--- config.mk ---
export PLATFORM = sky130hd
export DESIGN_NAME = smpl_circuit_seq_ctrl_flat
export DESIGN_NICKNAME = d
export VERILOG_FILES = /design/src/rtl/smpl_circuit_seq_ctrl_if.sv /design/src/rtl/smpl_circuit_seq_ctrl.sv /design/src/flat_wrapper.sv
export SDC_FILE = /design/constraint.sdc
export NUM_CORES = 1
export LEC_CHECK = 0
export BUFFER_PORTS_ARGS = -buffer_cell sky130_fd_sc_hd__buf_2
export CORE_MARGIN = 1.5
export CORE_UTILIZATION = 45
export DETAILED_ROUTE_END_ITERATION = 7
export PLACE_DENSITY = 0.66
export SLEW_MARGIN = 10
export SYNTH_ARGS = -nofsm -noshare
export SYNTH_HDL_FRONTEND = slang
export SYNTH_SLANG_ARGS = --single-unit
--- constraint.sdc ---
create_clock -name clk -period 3.4 [get_ports clk]
set_clock_uncertainty 0.2 [all_clocks]
set_input_delay 0.51 -clock clk [delete_from_list [all_inputs] [get_ports clk]]
set_output_delay 0.51 -clock clk [all_outputs]
set_load 0.02 [all_outputs]
--- src/rtl/smpl_circuit_seq_ctrl_if.sv ---
// Bus between the self-test sequencer and its environment:
// start request, circuit-under-test outputs, stimulus vector and sweep results.
interface smpl_circuit_seq_ctrl_if;
  logic       start;
  logic       x_in;
  logic       y_in;
  logic [2:0] abc;
  logic       busy;
  logic       done;
  logic       pass;
  logic [7:0] fail_vec;
  logic [3:0] err_cnt;

  modport master (
    input  start, x_in, y_in,
    output abc, busy, done, pass, fail_vec, err_cnt
  );

  modport slave (
    output start, x_in, y_in,
    input  abc, busy, done, pass, fail_vec, err_cnt
  );
endinterface

--- src/rtl/smpl_circuit_seq_ctrl.sv ---
// Self-test sequencer: sweeps {A,B,C} through 0..7, lets each vector settle,
// samples x/y once per vector and accumulates a fail map against a golden table.
module smpl_circuit_seq_ctrl #(
  parameter int unsigned SETTLE_CYC = 2,
  parameter logic [7:0]  EXP_X      = 8'hD5,
  parameter logic [7:0]  EXP_Y      = 8'h55
) (
  input  logic                          clk,
  input  logic                          rst_n,
  smpl_circuit_seq_ctrl_if.master       bus
);

  localparam logic [1:0] ST_IDLE    = 2'd0;
  localparam logic [1:0] ST_SETTLE  = 2'd1;
  localparam logic [1:0] ST_CAPTURE = 2'd2;
  localparam logic [1:0] ST_DONE    = 2'd3;

  localparam logic [3:0] CNT_LAST = 4'(SETTLE_CYC - 1);

  logic [1:0] state_q, state_d;
  logic [2:0] idx_q, idx_d;
  logic [3:0] cnt_q, cnt_d;
  logic [2:0] abc_q, abc_d;
  logic       busy_q, busy_d;
  logic       done_q, done_d;
  logic       pass_q, pass_d;
  logic [7:0] fail_q, fail_d;
  logic [3:0] err_q, err_d;

  logic       mismatch;
  logic [7:0] fail_upd;

  // One mismatch per vector regardless of whether x, y or both are wrong.
  assign mismatch = (bus.x_in != EXP_X[idx_q]) || (bus.y_in != EXP_Y[idx_q]);
  assign fail_upd = fail_q | (mismatch ? (8'd1 << idx_q) : 8'd0);

  always_comb begin
    state_d = state_q;
    idx_d   = idx_q;
    cnt_d   = cnt_q;
    abc_d   = abc_q;
    busy_d  = busy_q;
    done_d  = done_q;
    pass_d  = pass_q;
    fail_d  = fail_q;
    err_d   = err_q;

    case (state_q)
      ST_IDLE, ST_DONE: begin
        if (bus.start) begin
          state_d = ST_SETTLE;
          idx_d   = 3'd0;
          cnt_d   = 4'd0;
          abc_d   = 3'd0;
          busy_d  = 1'b1;
          done_d  = 1'b0;
          pass_d  = 1'b0;
          fail_d  = 8'd0;
          err_d   = 4'd0;
        end
      end

      ST_SETTLE: begin
        cnt_d = cnt_q + 4'd1;
        if (cnt_q == CNT_LAST) begin
          state_d = ST_CAPTURE;
        end
      end

      ST_CAPTURE: begin
        fail_d = fail_upd;
        if (mismatch) begin
          err_d = err_q + 4'd1;
        end
        if (idx_q == 3'd7) begin
          state_d = ST_DONE;
          busy_d  = 1'b0;
          done_d  = 1'b1;
          pass_d  = (fail_upd == 8'd0);
        end else begin
          state_d = ST_SETTLE;
          idx_d   = idx_q + 3'd1;
          abc_d   = idx_q + 3'd1;
          cnt_d   = 4'd0;
        end
      end

      default: begin
        state_d = ST_IDLE;
      end
    endcase
  end

  always_ff @(posedge clk) begin
    if (!rst_n) begin
      state_q <= ST_IDLE;
      idx_q   <= 3'd0;
      cnt_q   <= 4'd0;
      abc_q   <= 3'd0;
      busy_q  <= 1'b0;
      done_q  <= 1'b0;
      pass_q  <= 1'b0;
      fail_q  <= 8'd0;
      err_q   <= 4'd0;
    end else begin
      state_q <= state_d;
      idx_q   <= idx_d;
      cnt_q   <= cnt_d;
      abc_q   <= abc_d;
      busy_q  <= busy_d;
      done_q  <= done_d;
      pass_q  <= pass_d;
      fail_q  <= fail_d;
      err_q   <= err_d;
    end
  end

  assign bus.abc      = abc_q;
  assign bus.busy     = busy_q;
  assign bus.done     = done_q;
  assign bus.pass     = pass_q;
  assign bus.fail_vec = fail_q;
  assign bus.err_cnt  = err_q;

endmodule

--- src/flat_wrapper.sv ---
// flat-port wrapper written by rule: the top's interface ports become plain ports
module smpl_circuit_seq_ctrl_flat 
#(
  parameter int unsigned SETTLE_CYC = 2,
  parameter logic [7:0]  EXP_X      = 8'hD5,
  parameter logic [7:0]  EXP_Y      = 8'h55
)
  (clk, rst_n, bus_start, bus_x_in, bus_y_in, bus_abc, bus_busy, bus_done, bus_pass, bus_fail_vec, bus_err_cnt);
  smpl_circuit_seq_ctrl_if bus_i ();
  input  logic clk;
  input  logic rst_n;
  input wire logic [$bits(bus_i.start)-1:0] bus_start;
  input wire logic [$bits(bus_i.x_in)-1:0] bus_x_in;
  input wire logic [$bits(bus_i.y_in)-1:0] bus_y_in;
  output wire logic [$bits(bus_i.abc)-1:0] bus_abc;
  output wire logic [$bits(bus_i.busy)-1:0] bus_busy;
  output wire logic [$bits(bus_i.done)-1:0] bus_done;
  output wire logic [$bits(bus_i.pass)-1:0] bus_pass;
  output wire logic [$bits(bus_i.fail_vec)-1:0] bus_fail_vec;
  output wire logic [$bits(bus_i.err_cnt)-1:0] bus_err_cnt;
  assign bus_i.start = bus_start;
  assign bus_i.x_in = bus_x_in;
  assign bus_i.y_in = bus_y_in;
  assign bus_abc = bus_i.abc;
  assign bus_busy = bus_i.busy;
  assign bus_done = bus_i.done;
  assign bus_pass = bus_i.pass;
  assign bus_fail_vec = bus_i.fail_vec;
  assign bus_err_cnt = bus_i.err_cnt;
  smpl_circuit_seq_ctrl #(.SETTLE_CYC(SETTLE_CYC), .EXP_X(EXP_X), .EXP_Y(EXP_Y)) u_core (.clk(clk), .rst_n(rst_n), .bus(bus_i));
endmodule
Word level (Yosys, flattened, before mapping)
Memory sizes are Yosys's and may differ from the RTL's. A register that Yosys moved wholly into a read port is not among the register bits.
Cells that the tools add are included.
{"block": "totals", "ff_bits": 24, "latchBits": 0, "ramBits": 0, "mem_bits_ro": 16, "input_bits": 5, "out_inout_bits": 18, "word_cells": 68, "mem_count": 2}
{"memory": "(no name shown)", "depth": 8, "width": 1, "rd": 1, "rd_clocked_by_memory_dff": 1, "wr": 0, "line_no": "smpl_circuit_seq_ctrl.sv:34", "rtl": "assign mismatch = (bus.x_in != EXP_X[idx_q]) || (bus.y_in != EXP_Y[idx_q]);"}
{"memory": "(no name shown)", "depth": 8, "width": 1, "rd": 1, "rd_clocked_by_memory_dff": 1, "wr": 0, "line_no": "smpl_circuit_seq_ctrl.sv:34"}
{"block": "classes", "addsub": 3, "multipliers": 0, "div": 0, "order_cmp": 1, "n_eq_ne": 12, "shifts": 1, "muxes": 29, "bitwise_logic": 1, "reduce_logical": 11}
{"cell": "two-way mux 3 bit", "n": 6}
{"cell": "two-way mux 8 bit", "n": 2}
{"cell": "case mux 8 bit (2 select lines)", "n": 1}
{"cell": "two-way mux 4 bit", "n": 3}
{"cell": "case mux 4 bit (3 select lines)", "n": 1}
{"cell": "AND reduction 3 bit", "n": 3}
{"cell": "adder 4 x 1 -> 4 bit (second input constant)", "n": 2}
{"cell": "zero test 8 bit", "n": 1}
{"cell": "OR 8 bit", "n": 1}
{"cell": "case mux 4 bit (2 select lines)", "n": 1}
{"cell": "left shift 1 x 3 -> 8 bit (first input constant)", "n": 1}
{"cell": "two-way mux 1 bit", "n": 7}
{"cell": "two-way mux 2 bit", "n": 3}
{"cell": "inequality test 2 x 1 -> 1 bit (second input constant)", "n": 3}
{"cell": "case mux 1 bit (2 select lines)", "n": 3}
{"cell": "case mux 2 bit (3 select lines)", "n": 1}
{"cell": "case mux 3 bit (2 select lines)", "n": 1}
{"cell": "AND reduction 2 bit", "n": 3}
{"cell": "equality test 2 bit (second input constant)", "n": 2}
{"cell": "equality test 4 x 1 -> 1 bit (second input constant)", "n": 1}
{"cell": "< comparator 3 x 4 -> 1 bit (second input constant)", "n": 1}
{"cell": "inequality test 2 bit (second input constant)", "n": 2}
{"cell": "adder 3 x 1 -> 3 bit (second input constant)", "n": 1}
{"cell": "equality test 3 bit (second input constant)", "n": 1}
{"cell": "6 further kinds", "n": 7}

Depth between registers and ports, before layout
{"block": "depth", "ltp_word": 9, "ltp_mapped": 7, "ltp_nobuf": 5}

Worst setup path after synthesis
No wires, ideal clock.
{"block": "synth_path", "path_kind": "reg-to-reg", "start": "register u_core.state_q[0]", "end": "register with a tool-made name", "arrival_time_ps": 1564, "slack_ps": 1519, "path_stages_with_launch": 7, "period_less_slack_ps": 1881, "cell_sequence": "dfxtp_1 > inv_1 > ha_1 > buf_6 > mux2_4 > a21o_1 > o22a_1"}
{"item": "start: declaration", "line_no": "smpl_circuit_seq_ctrl.sv:20", "rtl": "logic [1:0] state_q, state_d;"}
{"item": "start signal: assignment", "line_no": "smpl_circuit_seq_ctrl.sv:106", "rtl": "state_q <= state_d;"}

Worst setup path after layout
{"block": "layout_path", "start": "register u_core.state_q[0]", "end": "register u_core.err_q[3] (netlist: u_core.bus.err_cnt[3])"}
{"block": "layout_via", "elab_chain_len": 4, "word_cells_on_any_way": 9, "classes_between": "4 x eq/ne; 1 x mux; 4 x reduce/logical"}
{"item": "equality test 2 bit or zero test 2 bit (tied branches)", "line_no": "smpl_circuit_seq_ctrl.sv:48", "rtl": "case (state_q)"}
{"item": "OR reduction 2 bit", "line_no": "smpl_circuit_seq_ctrl.sv:48"}
{"item": "inequality test 2 bit (no line) or nonzero test 2 bit (tied branches)"}
{"item": "AND reduction 3 bit (no line)"}
{"item": "end signal: assignment", "line_no": "smpl_circuit_seq_ctrl.sv:114", "rtl": "err_q <= err_d;"}
{"item": "end: declaration", "line_no": "smpl_circuit_seq_ctrl.sv:28", "rtl": "logic [3:0] err_q, err_d;"}
Several ways; a longest one is shown, not always the timed one.
A chain may end at the register's enable or synchronous reset.

==> impl_metrics.tcl <==
set metrics [dict create \
    synth_top_area_share_pct 34.5 \
    final_common_cell "dfxtp_1" \
    syn_inst 171 \
    rows 20 \
    cts.path.max_buffers 2 \
    ys.flop_type "dfxtp_1" \
    timing.final.crit_share_pct 61.7 \
    grt_use_met1_pct 25.3 \
    ys_warn_count 0 \
    drive_gt1_share_pct 16.0 \
    rsz0062_at_grt "no" \
    tightest_slew_ns 0.837 \
    first_global_vias 1087 \
    drc_errors 0 \
    dp_cells 227 \
    netlist_area_um2 1510 \
    max_freq_mhz 476 \
    mostFrequentLayoutCells "dfxtp_1 (26), buf_2 (22), a21oi_1 (19)" \
    setup_violations 0 \
    vias 1315 \
    outcome "completed" \
    io_buffers 22 \
    wl_um 3030 \
    vdd_ir_drop_max_mv 0.495 \
    gr-usage-all-layers_pct 17.8 \
    antenna_found_initial 0 \
    drt_iter0_drc 83 \
    path_buf_inv 1 \
    critPathMaxStageDelay_ns 0.55 \
    syn_nets 190 \
    coreArea_um2 3130 \
    grt.overflow.total 0 \
    ff2ff_setup_slack_ns 1.30 \
    synth_edf_count 0 \
    top_usage_layer "met2" \
    start_kind "flip-flop" \
    crit_chain "inv_1 > ha_1 > mux2i_1 > a211o_1 > o211ai_1" \
    die_h_um 60.9 \
    post-route-min-period_ns 2.10 \
    place_area_um2 1620 \
    cts_resized 0 \
    r2r-end "u_core.bus.err_cnt[3]" \
    root_buffer "clkbuf_4" \
    final_cells 231 \
    criticalPathCategory "flip-flop to flip-flop" \
    clk_latency_ns 0.33 \
    dp_hpwl_um 2270 \
    cts_tree "built" \
    wire_per_inst_um 13.1 \
    use_met2_pct 27.0 \
    hold_path_depth 2 \
    synth_top_area_cell "dfxtp_1" \
    crit_fanout 20 \
    synth_seq_cells 26 \
    synth.distinct_cells 46 \
    min_from "u_core.bus.fail_vec[3]" \
    r2r_cells 5 \
    finalSetupTns_ns 0 \
    fin_util_pct 53.4 \
    dr.pass1.iters 5 \
    powerDensity_nw_per_um2 496 \
    drv_cap 0 \
    worstPathArrival_ns 2.15 \
    vias_per_cell 5.69 \
    cp_top_family "adder cells" \
    drv_slew 0 \
    hold_path_class "flip-flop to flip-flop" \
    relSlewSlack_pct 44.0 \
    avgSynthCellArea_um2 8.82 \
    synthTopCellsByArea "dfxtp_1 (34%), ha_1 (12%), a21oi_1 (6.3%)" \
    fillCellCount 304 \
    hold_violations 0 \
    ios 23 \
    nNetsFinal 207 \
    antenna-diode-count 0 \
    r2r-start "u_core.state_q[0]" \
    cp_num_cells 5 \
    start_util_pct 48.2 \
    min_to "u_core.bus.fail_vec[3]" \
    final_area_um2 1670 \
    postRouteAntennaNets 0 \
    cts_setup_buffers 0 \
    grt_pass1_wl_um 4980 \
    cts_num_sinks 26 \
    yosysSeqAreaShare_pct 34.5 \
    gp_congestion 0.827 \
    async_flop_share_pct 0 \
    die_x_um 60.9 \
    cts-hold-fix-buffers 0 \
    cts_buffers 3 \
    slowest_stage "ha_1" \
    required_ns 3.45 \
    dieArea_um2 3710 \
    cts.clk_slew.worst_paths_ns 0.14 \
    area_delta_synth_final_pct 10.8 \
    endpoint_kind "flip-flop" \
    use_met3_pct 5.12 \
    htreeDepth 1 \
    leakage_nw 0.649 \
    grt_max_degree 21 \
]
kinds of logic after synthesis:
group                    after synthesis  synth area share [%]
AO/OA/AOI/OAI                         55                  25.3
AND/OR/NAND/NOR                       43                  16.3
buffers and inverters                 26                  7.63
flip-flops                            26                  34.5
adder cells (fa/ha/maj)               14                  11.6
XOR/XNOR                               4                  2.32
multiplexers                           3                  2.32
cell usage after synthesis, drive strengths merged (2+ instances only):
| library cell | n |
|---|---|
| dfxtp | 26 |
| a21oi | 19 |
| inv | 16 |
| ha | 14 |
| nand2 | 12 |
| buf | 8 |
| o2111ai | 8 |
| nand3 | 7 |
| o211ai | 5 |
| o21ai | 5 |
| nand2b | 4 |
| nand4 | 3 |
| nor2b | 3 |
| o32ai | 3 |
| a211o | 2 |
| a211oi | 2 |
| a21o | 2 |
| a31oi | 2 |
| and2 | 2 |
| and4b | 2 |
| clkbuf | 2 |
| mux2i | 2 |
| nand4b | 2 |
| nor3 | 2 |
| xnor2 | 2 |
| xor2 | 2 |
where the power goes:
part           leakage (nW)  switching [W]  internal (W)
clock                0.0279      0.0000927      0.000119
sequential            0.210      0.0000196      0.000326
combinational         0.410       0.000171      0.000102
per-layer routing:
layer	wire (um)	part of all wire, %
met4	34	1.1
met3	196	6.5
met5	0	0
met2	1280	42
met1	1520	50
registers in the layout, summed over array words and instances (netlist names), named ones only:
| register | count |
|---|---|
| u_core.bus.err_cnt | 4 |
| u_core.bus.done | 1 |
| u_core.idx_q | 3 |
| u_core.state_q | 2 |
| u_core.bus.fail_vec | 8 |
| u_core.cnt_q | 4 |
| u_core.bus.pass | 1 |
| u_core.bus.busy | 1 |
cell type report:
| cell class | count | area [um2] | share of cell area (%) |
|---|---|---|---|
| well taps | 44 | 55.1 | 3.29 |
| repair buffers | 22 | 110 | 6.59 |
| inverters | 16 | 60.1 | 3.59 |
| clock buffers | 3 | 22.5 | 1.35 |
| multi-input cells | 119 | 873 | 52.2 |
| flip-flops and latches | 26 | 520 | 31.1 |
| clock inverters | 1 | 30.0 | 1.80 |
worst max-delay path by stage:
stage | startpoint | to | slack, ns
floorplan | u_core.state_q[0] | flip-flop | 1.52
global placement | u_core.state_q[0] | u_core.bus.fail_vec[6] | 1.38
detailed placement | u_core.state_q[0] | u_core.bus.fail_vec[2] | 1.29
CTS | u_core.state_q[0] | u_core.bus.fail_vec[2] | 1.29
global route | u_core.state_q[0] | u_core.bus.fail_vec[0] | 1.11
finish | u_core.state_q[0] | u_core.bus.err_cnt[3] | 1.30
worst reg2reg max path, cell delays in order, from the launching register on:
cell      delay (ns)
dfxtp_1         0.36
inv_1           0.09
ha_1            0.55
mux2i_1         0.35
a211o_1         0.31
o211ai_1        0.17
through the flow:
stage,setup slack [ns],hold slack [ns],power [W]
final,1.30,0.268,0.000830
after global routing,1.11,0.292,0.000884
after CTS,1.29,0.271,0.000838
after detailed placement,1.29,0.253,0.000623
after global placement,1.38,0.247,0.000619
after floorplan,1.52,0.252,0.000591
Power figures use the tool's default switching activity.
